===== config.mk =====
export PLATFORM = sky130hd
export DESIGN_NAME = addersub
export DESIGN_NICKNAME = d
export VERILOG_FILES = /design/src/rtl/addersub_pkg.sv /design/src/rtl/addersub_fa.sv /design/src/rtl/addersub.sv
export SDC_FILE = /design/constraint.sdc
export NUM_CORES = 1
export LEC_CHECK = 0
export BUFFER_PORTS_ARGS = -buffer_cell sky130_fd_sc_hd__buf_4
export CAP_MARGIN = 20
export CORE_UTILIZATION = 48
export DETAILED_ROUTE_END_ITERATION = 16
export PLACE_DENSITY = 0.9
export SYNTH_ARGS = -nofsm -noshare
export SYNTH_HDL_FRONTEND = slang
export SYNTH_SLANG_ARGS = --single-unit

===== constraint.sdc =====
create_clock -name clk -period 0.8 [get_ports clk]
set_clock_uncertainty 0.1 [all_clocks]
set_input_delay 0.04 -clock clk [delete_from_list [all_inputs] [get_ports clk]]
set_output_delay 0.04 -clock clk [all_outputs]
set_load 0.005 [all_outputs]

===== src/rtl/addersub_pkg.sv =====
// addersub_pkg: shared constants for the addersub adder/subtractor.
//   ADDSUB_WIDTH_DEFAULT - default operand/result width
//   MODE_ADD / MODE_SUB  - encodings of the mode input M
package addersub_pkg;

   localparam int unsigned ADDSUB_WIDTH_DEFAULT = 16;

   localparam logic MODE_ADD = 1'b0;
   localparam logic MODE_SUB = 1'b1;

endpackage : addersub_pkg


===== src/rtl/addersub_fa.sv =====
// addersub_fa: 1-bit full adder, one stage of the addersub ripple-carry chain.
// Ports:
//   a, b  - input operand bits
//   cin   - carry in from the previous stage
//   s     - sum bit
//   cout  - carry out to the next stage
module addersub_fa (
   input  logic a,
   input  logic b,
   input  logic cin,
   output logic s,
   output logic cout
);

   assign s    = a ^ b ^ cin;
   assign cout = (a & b) | (cin & (a ^ b));

endmodule : addersub_fa


===== src/rtl/addersub.sv =====
// addersub: two's-complement adder/subtractor with registered outputs.
// The result is captured one clock after a, b and M are sampled; a new
// operation completes every cycle.
// Ports:
//   clk    - rising-edge clock
//   rst_n  - asynchronous active-low reset, clears all outputs
//   a      - operand A (minuend when subtracting)
//   b      - operand B (subtrahend when subtracting)
//   M      - mode: MODE_ADD (0) = a + b, MODE_SUB (1) = a - b
//   s      - registered result, modulo 2^WIDTH
//   co     - registered MSB carry-out (for subtract: 1 = no borrow)
//   ovf    - registered signed overflow; only present when ADDSUB_OVF_EN is defined
module addersub
   import addersub_pkg::*;
#(
   parameter int unsigned WIDTH = ADDSUB_WIDTH_DEFAULT
) (
   input  logic             clk,
   input  logic             rst_n,
   input  logic [WIDTH-1:0] a,
   input  logic [WIDTH-1:0] b,
   input  logic             M,
   output logic [WIDTH-1:0] s,
`ifdef ADDSUB_OVF_EN
   output logic             ovf,
`endif
   output logic             co
);

   logic [WIDTH-1:0] w_b_eff;
   logic [WIDTH-1:0] w_sum;
   logic [WIDTH:0]   w_carry;

   logic [WIDTH-1:0] r_s;
   logic             r_co;

   // Subtraction is a + ~b + 1: invert b and inject the +1 as the chain's carry-in.
   assign w_b_eff    = (M == MODE_SUB) ? ~b : b;
   assign w_carry[0] = M;

   for (genvar i = 0; i < WIDTH; i++) begin : g_chain
      addersub_fa u_fa (
         .a    (a[i]),
         .b    (w_b_eff[i]),
         .cin  (w_carry[i]),
         .s    (w_sum[i]),
         .cout (w_carry[i+1])
      );
   end

   always_ff @(posedge clk or negedge rst_n) begin
      if (!rst_n) begin
         r_s  <= '0;
         r_co <= 1'b0;
      end else begin
         r_s  <= w_sum;
         r_co <= w_carry[WIDTH];
      end
   end

   assign s  = r_s;
   assign co = r_co;

`ifdef ADDSUB_OVF_EN
   logic w_ovf;
   logic r_ovf;

   // Overflow: both effective operands share a sign that the result does not.
   assign w_ovf = (a[WIDTH-1] == w_b_eff[WIDTH-1]) && (w_sum[WIDTH-1] != a[WIDTH-1]);

   always_ff @(posedge clk or negedge rst_n) begin
      if (!rst_n) begin
         r_ovf <= 1'b0;
      end else begin
         r_ovf <= w_ovf;
      end
   end

   assign ovf = r_ovf;
`endif

endmodule : addersub


==> impl_metrics.json, run 1 <==
{
  "outcome": "finished with violations",
  "violations": "negative hold slack, negative setup slack",
  "switchingPower_mw": 0.875,
  "die_h_um": 48.0,
  "end_kind": "flip-flop",
  "yosys_most_used_dff": "dfrtp_1",
  "drive_above_1_share": 0.633,
  "fill_cells": 113,
  "power_density_nw_per_um2": 1860,
  "async_flop_share": 1.00,
  "cts_tree": "done",
  "power.share.clock": 0.148,
  "yosysSeqAreaShare": 0.419,
  "synth.largest_area_cell": "dfrtp_1",
  "startpoint_type": "primary input",
  "grt-ovfl-total": 0,
  "synth_top_area_share": 0.419,
  "max_stage_delay_ns": 0.40,
  "antenna_found_initial": 0,
  "crit_family": "adder cells",
  "combPwrFrac": 0.451,
  "period_share": 6.96,
  "yosysWarnings": 0,
  "max_freq_ghz": 0.180,
  "wl_per_cell_um": 13.0,
  "clock_tree.root_cell": "clkbuf_4",
  "synth_most_common_cell": "inv_1",
  "num_io_pins": 52,
  "instances_no_fill": 166,
  "numCtsBuffers": 3,
  "grt_max_degree": 18,
  "path_buf_inv": 4,
  "cts_htree_levels": 1,
  "synthTopCellsByArea": "dfrtp_1, fa_1, xnor2_1",
  "ys_seq_elements": 17,
  "path_common_cell": "fa_2",
  "timing.final.ws_setup_ns": -4.77,
  "holdWs_ns": -0.0616,
  "period_needed_ns": 5.57,
  "rows": 16,
  "drv_cap": 0,
  "syn_inst": 80,
  "wl_mm": 2.15,
  "grt_pass1_wl_mm": 3.20,
  "critPathRequiredTime_ns": 0.86,
  "cp_slowest_cell": "fa_1",
  "io_buffers": 51,
  "finalSetupViolations": 32,
  "yosysUniqueCellTypes": 8,
  "multi_input_area_um2": 504,
  "swShare": 0.292,
  "slew_headroom": 0.827,
  "tightestPinTransition_ns": 0.258,
  "drcViolationCount": 0,
  "core_area_um2": 1980,
  "synth.avg_cell_area_um2": 12.7,
  "grt_pass1_vias": 761,
  "pwr-share-seq": 0.401,
  "cellLeakagePower_nw": 0.807,
  "postCtsHoldBufs": 1,
  "rsz0062_at_grt": "yes",
  "path_max_fanout": 3,
  "start_util": 0.513,
  "p_int_mw": 2.12,
  "die_area_um2": 2300,
  "synth_area_um2": 1020,
  "nNetsFinal": 190,
  "n_antenna_cell": 0,
  "syn_nets": 130,
  "cts_buffer_depth": 2,
  "drt_iter0_markers": 10,
  "slew_violations": 0,
  "vias_per_cell": 4.44,
  "route.vias.total": 737,
  "grt_usage": 0.218,
  "hp-class": "in2reg",
  "crit_type": "in2reg",
  "arrival_ns": 5.63,
  "irDropWorstVdd_uv": 1110,
  "path_cells": "buf_12 > xnor2_4 > fa_2 > fa_2 > fa_2 > fa_2 > fa_2 > fa_2 > fa_2 > fa_2 > inv_2 > fa_2 > inv_2 > fa_2 > fa_2 > fa_2 > fa_2 > fa_2 > inv_2 > fa_1",
  "ys_top_cells_by_count": "inv_1, dfrtp_1, fa_1",
  "regArea_um2": 425,
  "cts_sinks": 17,
  "synth-edff-count": 0,
  "hold_violations": 4,
  "fp.dieW_um": 48.0,
  "ant_nets": 0,
  "area_growth_pct": 58.5,
  "place_congestion": 0.738,
  "dp_hpwl_mm": 1.88,
  "drt-pass1-iter-count": 4,
  "path_clk_slew_ns": 0.08,
  "dp_cells": 160
}
==> layer usage <==
layer | GRT usage | vias up | part of all wire
met5 | 0 | - | 0
met4 | 0.172 | 0 | 0.052
met3 | 0.0755 | 13 | 0.045
met2 | 0.381 | 43 | 0.59
met1 | 0.203 | 353 | 0.31
li1 | - | 328 | -
==> per-stage QoR <==
step / utilization / TNS [ns] / cell area, um^2 / power [mW] / setup WS, ns
CTS: 0.810 / -42.68 / 1610 / 2.98 / -4.75
floorplan: - / -45.47 / 1080 / 1.64 / -4.95
detailed placement: 0.748 / -45.92 / 1480 / 2.32 / -5.08
finish: 0.813 / -42.87 / 1610 / 3.00 / -4.77
global placement: 0.748 / -44.36 / 1480 / 2.22 / -4.92
global route: 0.813 / -44.04 / 1610 / 3.20 / -4.85
==> flip-flops by register name, summed over array words and instances, names as in the netlist <==
name,cells
s,16
co,1
==> logic make-up (layout without fill, tap and decap cells) <==
| logic type | after synthesis | in the layout | share of synthesized area |
|---|---|---|---|
| buffers and inverters | 31 | 90 | 0.138 |
| flip-flops | 17 | 17 | 0.419 |
| multiplexers | 1 | 1 | 0.00985 |
| XOR/XNOR | 16 | 16 | 0.138 |
| adder cells (fa/ha/maj) | 15 | 15 | 0.296 |
==> power by group through the flow <==
stage / logic [mW] / clock network, mW / registers (mW)
floorplan: 0.435 / 0 / 1.21
global route: 1.50 / 0.480 / 1.23
global placement: 1.05 / 0 / 1.17
finish: 1.35 / 0.444 / 1.20
detailed placement: 1.14 / 0 / 1.18
CTS: 1.34 / 0.437 / 1.21
==> layout make-up <==
class / instances / share of cell area
Timing Repair Buffer: 57 / 0.317
Clock buffer: 3 / 0.0140
Inverter: 29 / 0.0676
Sequential cell: 17 / 0.264
Clock inverter: 1 / 0.00311
Tap cell: 27 / 0.0210
Multi-Input combinational cell: 32 / 0.313
==> what timing repair did <==
action / CTS / global route
gates resized for setup: 28 / 5
setup buffers: 1 / 0
endpoints found under the setup margin: 32 / 32
endpoints found under the hold margin: 21 / 4
==> worst paths after layout <==
kind                       cells after the start  startpoint     to
worst min-delay path                           2       a[15]  s[15]
max in group asynchronous                      2       rst_n  s[10]
worst max-delay path                          20           M  s[15]
min in group asynchronous                      2       rst_n   s[1]
==> layout by cell type, fill, tap and decap left out <==
cell type,netlist,layout
inv_1,29,16
dfrtp_1,17,17
clkinv_2,0,1
fa_2,0,14
mux2i_1,1,1
xnor2_1,13,12
buf_4,0,37
clkbuf_4,0,3
fa_1,15,1
inv_2,0,13
xnor2_4,0,1
buf_12,1,1
dlygate4sd3_1,0,1
buf_6,1,18
xor2_1,3,3
No activity file was read; power rests on OpenSTA's default activity.
==> inputs of run 2 (changes only) <==
==> constraint.sdc (replaced) <==
create_clock -name clk -period 6.86 [get_ports clk]
set_clock_uncertainty 0.1 [all_clocks]
set_input_delay 0.343 -clock clk [delete_from_list [all_inputs] [get_ports clk]]
set_output_delay 0.343 -clock clk [all_outputs]
set_load 0.005 [all_outputs]
==> impl_metrics.json, run 2 (synthesized netlist as in run 1, its figures left out) <==
{
  "tightestPinTransition_ns": 0.237,
  "cts_sinks": 17,
  "startpoint_type": "primary input",
  "route.vias.total": 693,
  "pre_cts_slack_ns": 0.149,
  "rsz0062_at_grt": "no",
  "cts_htree_levels": 1,
  "cts_resized": 0,
  "area_growth_pct": 42.4,
  "hp-start": "b[0]",
  "hold_violations": 0,
  "finalSetupViolations": 0,
  "max_freq_ghz": 0.156,
  "grt_max_degree": 18,
  "slew_headroom": 0.841,
  "cts_setup_buffers": 0,
  "crit_family": "adder cells",
  "max_stage_delay_ns": 0.42,
  "grt_usage": 0.182,
  "outcome": "complete, no violations",
  "vias_per_cell": 4.28,
  "drive_above_1_share": 0.415,
  "period_needed_ns": 6.39,
  "arrival_ns": 6.46,
  "largest_reg_flops": 16,
  "path_buf_inv": 4,
  "clock_tree.root_cell": "clkbuf_4",
  "cts_buffer_depth": 2,
  "grt_pass1_vias": 676,
  "period_share": 0.932,
  "num_io_pins": 52,
  "path_common_cell": "fa_1",
  "die_h_um": 48.0,
  "slew_violations": 0,
  "fill_cells": 146,
  "routed.top_layer": "met4",
  "critPathRequiredTime_ns": 6.92,
  "dp_hpwl_mm": 1.55,
  "final_common_cell": "buf_4",
  "path_cells": "buf_4 > xnor2_1 > fa_1 > fa_1 > fa_1 > fa_1 > fa_1 > fa_1 > fa_1 > fa_1 > inv_1 > fa_1 > inv_1 > fa_1 > fa_1 > fa_1 > fa_1 > fa_1 > inv_1 > fa_1",
  "fp.dieW_um": 48.0,
  "numCtsBuffers": 3,
  "wl_met1_um": 647,
  "antenna_found_initial": 0,
  "grt_pass1_wl_mm": 2.76,
  "hp-class": "in2reg",
  "ant_nets": 0,
  "drt-pass1-iter-count": 3,
  "timing.final.ws_setup_ns": 0.466,
  "core_area_um2": 1980,
  "nNetsFinal": 186,
  "final_cell_mix": "buf_4, inv_1, dfrtp_1",
  "cellLeakagePower_nw": 0.779,
  "power_density_nw_per_um2": 210,
  "path_max_fanout": 3,
  "io_buffers": 51,
  "drt_iter0_markers": 5,
  "start_util": 0.513,
  "cts_tree": "done",
  "path_clk_slew_ns": 0.09,
  "fin_util": 0.730,
  "n_antenna_cell": 0,
  "end_kind": "flip-flop",
  "wl_met2_um": 979,
  "drcViolationCount": 0,
  "drv_cap": 0,
  "irDropWorstVdd_uv": 135,
  "rows": 16,
  "setup_tns_ns": 0,
  "die_area_um2": 2300,
  "grt-ovfl-total": 0,
  "place_congestion": 0.661,
  "wl_met3_um": 141,
  "wl_per_cell_um": 10.9,
  "crit_type": "in2reg",
  "wl_mm": 1.77,
  "startpoint": "M",
  "cp_slowest_cell": "fa_1"
}
run 2: cell types whose count changed in the layout (fill, tap and decap cells not counted), sizes merged:
cell  delta
buf      -4
run 2: path summary, 6_finish.rpt:
path                          to  slack [ns]  cells after the start
setup / recovery           s[15]        0.47                     20
hold / removal              s[0]        0.14                      2
max in group asynchronous  s[12]        6.12                      2
min in group asynchronous   s[3]        0.34                      2
run 2: routing by layer:
| metal | global-route usage | up-vias |
|---|---|---|
| met5 | 0 | - |
| met2 | 0.311 | 30 |
| met3 | 0.0491 | 2 |
| met4 | 0.0667 | 0 |
| met1 | 0.221 | 341 |
| li1 | - | 320 |
run 2: cell type report:
| cell class | instances | area [um^2] | share of cell area |
|---|---|---|---|
| Inverter | 29 | 109 | 0.0753 |
| Clock buffer | 3 | 22.5 | 0.0156 |
| Sequential cell | 17 | 425 | 0.294 |
| Timing Repair Buffer | 53 | 400 | 0.277 |
| Multi-Input combinational cell | 32 | 450 | 0.311 |
| Tap cell | 27 | 33.8 | 0.0234 |
| Clock inverter | 1 | 5.00 | 0.00346 |
run 2: per-stage QoR:
stage / total power, mW / instances / hold WS, ns / area (um^2)
floorplan: 0.185 / 80 / -0.0526 / 1020
global placement: 0.249 / 157 / 0.109 / 1410
detailed placement: 0.257 / 157 / 0.115 / 1410
CTS: 0.310 / 162 / 0.131 / 1450
global route: 0.334 / 162 / 0.124 / 1450
finish: 0.304 / 162 / 0.145 / 1450
run 2: where the power goes:
part,switching (mW),total [mW],leakage [nW],internal [mW]
Sequential,0.00740,0.135,0.198,0.127
Clock,0.0303,0.0520,0.0177,0.0216
Combinational,0.0488,0.118,0.564,0.0688
run 2: what timing repair did:
item / in CTS / in global routing
endpoints found under the setup margin: 0 / 0
hold endpoints to repair: 17 / 0
hold buffers: 1 / 0
==> inputs of run 3 (changes only) <==
--- a/config.mk
+++ b/config.mk
@@ -7,9 +7,10 @@
 export LEC_CHECK = 0
 export BUFFER_PORTS_ARGS = -buffer_cell sky130_fd_sc_hd__buf_4
 export CAP_MARGIN = 20
-export CORE_UTILIZATION = 48
+export CORE_UTILIZATION = 40
+export CTS_CLUSTER_DIAMETER = 120
 export DETAILED_ROUTE_END_ITERATION = 16
-export PLACE_DENSITY = 0.9
+export PLACE_DENSITY = 0.75
 export SYNTH_ARGS = -nofsm -noshare
 export SYNTH_HDL_FRONTEND = slang
 export SYNTH_SLANG_ARGS = --single-unit
==> constraint.sdc (replaced) <==
create_clock -name clk -period 5.3 [get_ports clk]
set_clock_uncertainty 0.1 [all_clocks]
set_input_delay 0.265 -clock clk [delete_from_list [all_inputs] [get_ports clk]]
set_output_delay 0.265 -clock clk [all_outputs]
set_load 0.005 [all_outputs]
==> impl_metrics.json, run 3 (synthesized netlist as in run 1, its figures left out) <==
{
  "dp_cells": 160,
  "rows": 17,
  "drive_above_1_share": 0.547,
  "period_share": 1.08,
  "post-route-cell-area_um2": 1530,
  "area_growth_pct": 50.7,
  "wl_per_cell_um": 10.8,
  "antenna_found_initial": 0,
  "drv_cap": 0,
  "hold_violations": 0,
  "max_freq_ghz": 0.175,
  "cts_tree": "done",
  "path_common_cell": "fa_2",
  "cts_setup_buffers": 0,
  "nNetsFinal": 188,
  "irDropWorstVdd_uv": 135,
  "end_kind": "flip-flop",
  "drt-pass1-iter-count": 1,
  "slew_violations": 0,
  "final_cell_mix": "buf_4, inv_1, dfrtp_1",
  "numCtsBuffers": 3,
  "cellLeakagePower_nw": 0.784,
  "place_area_um2": 1480,
  "rsz0062_at_grt": "yes",
  "ant_nets": 0,
  "grt_max_degree": 18,
  "combPwrFrac": 0.399,
  "period_needed_ns": 5.72,
  "timing.final.ws_setup_ns": -0.419,
  "switchingPower_mw": 0.112,
  "holdPathStages": 2,
  "violations": "negative setup slack",
  "vias_per_cell": 4.13,
  "arrival_ns": 5.78,
  "largest_reg_flops": 16,
  "cts_buffer_depth": 2,
  "instances_no_fill": 165,
  "cp_slowest_cell": "fa_1",
  "dp_hpwl_mm": 1.55,
  "pre_cts_slack_ns": -0.763,
  "crit_type": "in2reg",
  "wl_mm": 1.79,
  "place_congestion": 0.701,
  "slew_headroom": 0.847,
  "final_common_cell": "buf_4",
  "path_max_fanout": 4,
  "io_buffers": 51,
  "pwr-share-seq": 0.432,
  "max_stage_delay_ns": 0.39,
  "grt-ovfl-total": 0,
  "finalSetupViolations": 3,
  "grt_usage": 0.163,
  "die_area_um2": 2750,
  "cts_sinks": 17,
  "total_power_mw": 0.403,
  "drt_iter0_markers": 0,
  "hp-class": "in2reg",
  "swShare": 0.279,
  "power.share.clock": 0.168,
  "outcome": "finished with violations",
  "route.vias.total": 681,
  "hp-start": "a[0]",
  "die_h_um": 52.4,
  "p_int_mw": 0.290,
  "core_area_um2": 2300,
  "start_util": 0.442,
  "num_io_pins": 52,
  "path_cells": "buf_12 > xnor2_4 > fa_2 > fa_2 > fa_2 > fa_2 > fa_2 > fa_2 > fa_2 > fa_2 > inv_2 > fa_2 > inv_2 > fa_2 > fa_2 > fa_2 > fa_2 > fa_2 > inv_2 > fa_1",
  "tightestPinTransition_ns": 0.227,
  "fp.dieW_um": 52.4,
  "power_density_nw_per_um2": 263,
  "critPathRequiredTime_ns": 5.37,
  "grt_pass1_vias": 771,
  "grt_pass1_wl_mm": 3.17,
  "n_antenna_cell": 0,
  "drcViolationCount": 0,
  "cts_htree_levels": 1,
  "startpoint": "M",
  "clock_tree.root_cell": "clkbuf_4",
  "path_clk_slew_ns": 0.09,
  "startpoint_type": "primary input"
}
[run 3: metal layers]
layer / routed length, um / track usage / up-vias
met5: 0 / 0 / -
met4: 0 / 0.0526 / 0
met3: 200 / 0.0493 / 0
met2: 1000 / 0.304 / 35
met1: 583 / 0.170 / 322
li1: - / - / 324
[run 3: area by class of cell]
class	instances	area, um^2
Multi-Input combinational cell	32	504
Timing Repair Buffer	55	432
Tap cell	28	35.0
Clock buffer	4	26.3
Inverter	29	109
Sequential cell	17	425
Fill cell	185	766
[run 3: worst paths after layout]
check	end	slack (ns)
setup / recovery	s[15]	-0.42
max in group asynchronous	s[6]	4.64
hold / removal	s[0]	0.07
min in group asynchronous	s[0]	0.27
[run 3: power groups by stage]
stage	registers (mW)	logic (mW)	clock network (mW)
floorplan	0.182	0.0649	0
global placement	0.177	0.155	0
detailed placement	0.177	0.162	0
CTS	0.175	0.165	0.0724
global route	0.178	0.187	0.0774
finish	0.174	0.161	0.0678
[run 3: per-stage QoR]
stage / hold slack, ns / utilization / TNS, ns
floorplan: -0.131 / - / -1.58
finish: 0.0734 / 0.667 / -0.713
global route: 0.0563 / 0.667 / -1.10
detailed placement: 0.0439 / 0.643 / -1.91
global placement: 0.0369 / 0.643 / -1.59
CTS: 0.0631 / 0.667 / -0.740
[run 3: repair_timing]
action                                  in CTS  in global routing
hold buffers                                 1                  0
endpoints found under the hold margin       17                  0
endpoints found under the setup margin       3                  3
resized for setup                            6                  0
[run 3: critical path: cells and delay by family]
family / cells / cell delay, ns
buf+inv: 4 / 0.27
xor+xnor: 1 / 0.13
fa+ha+maj: 15 / 5.12
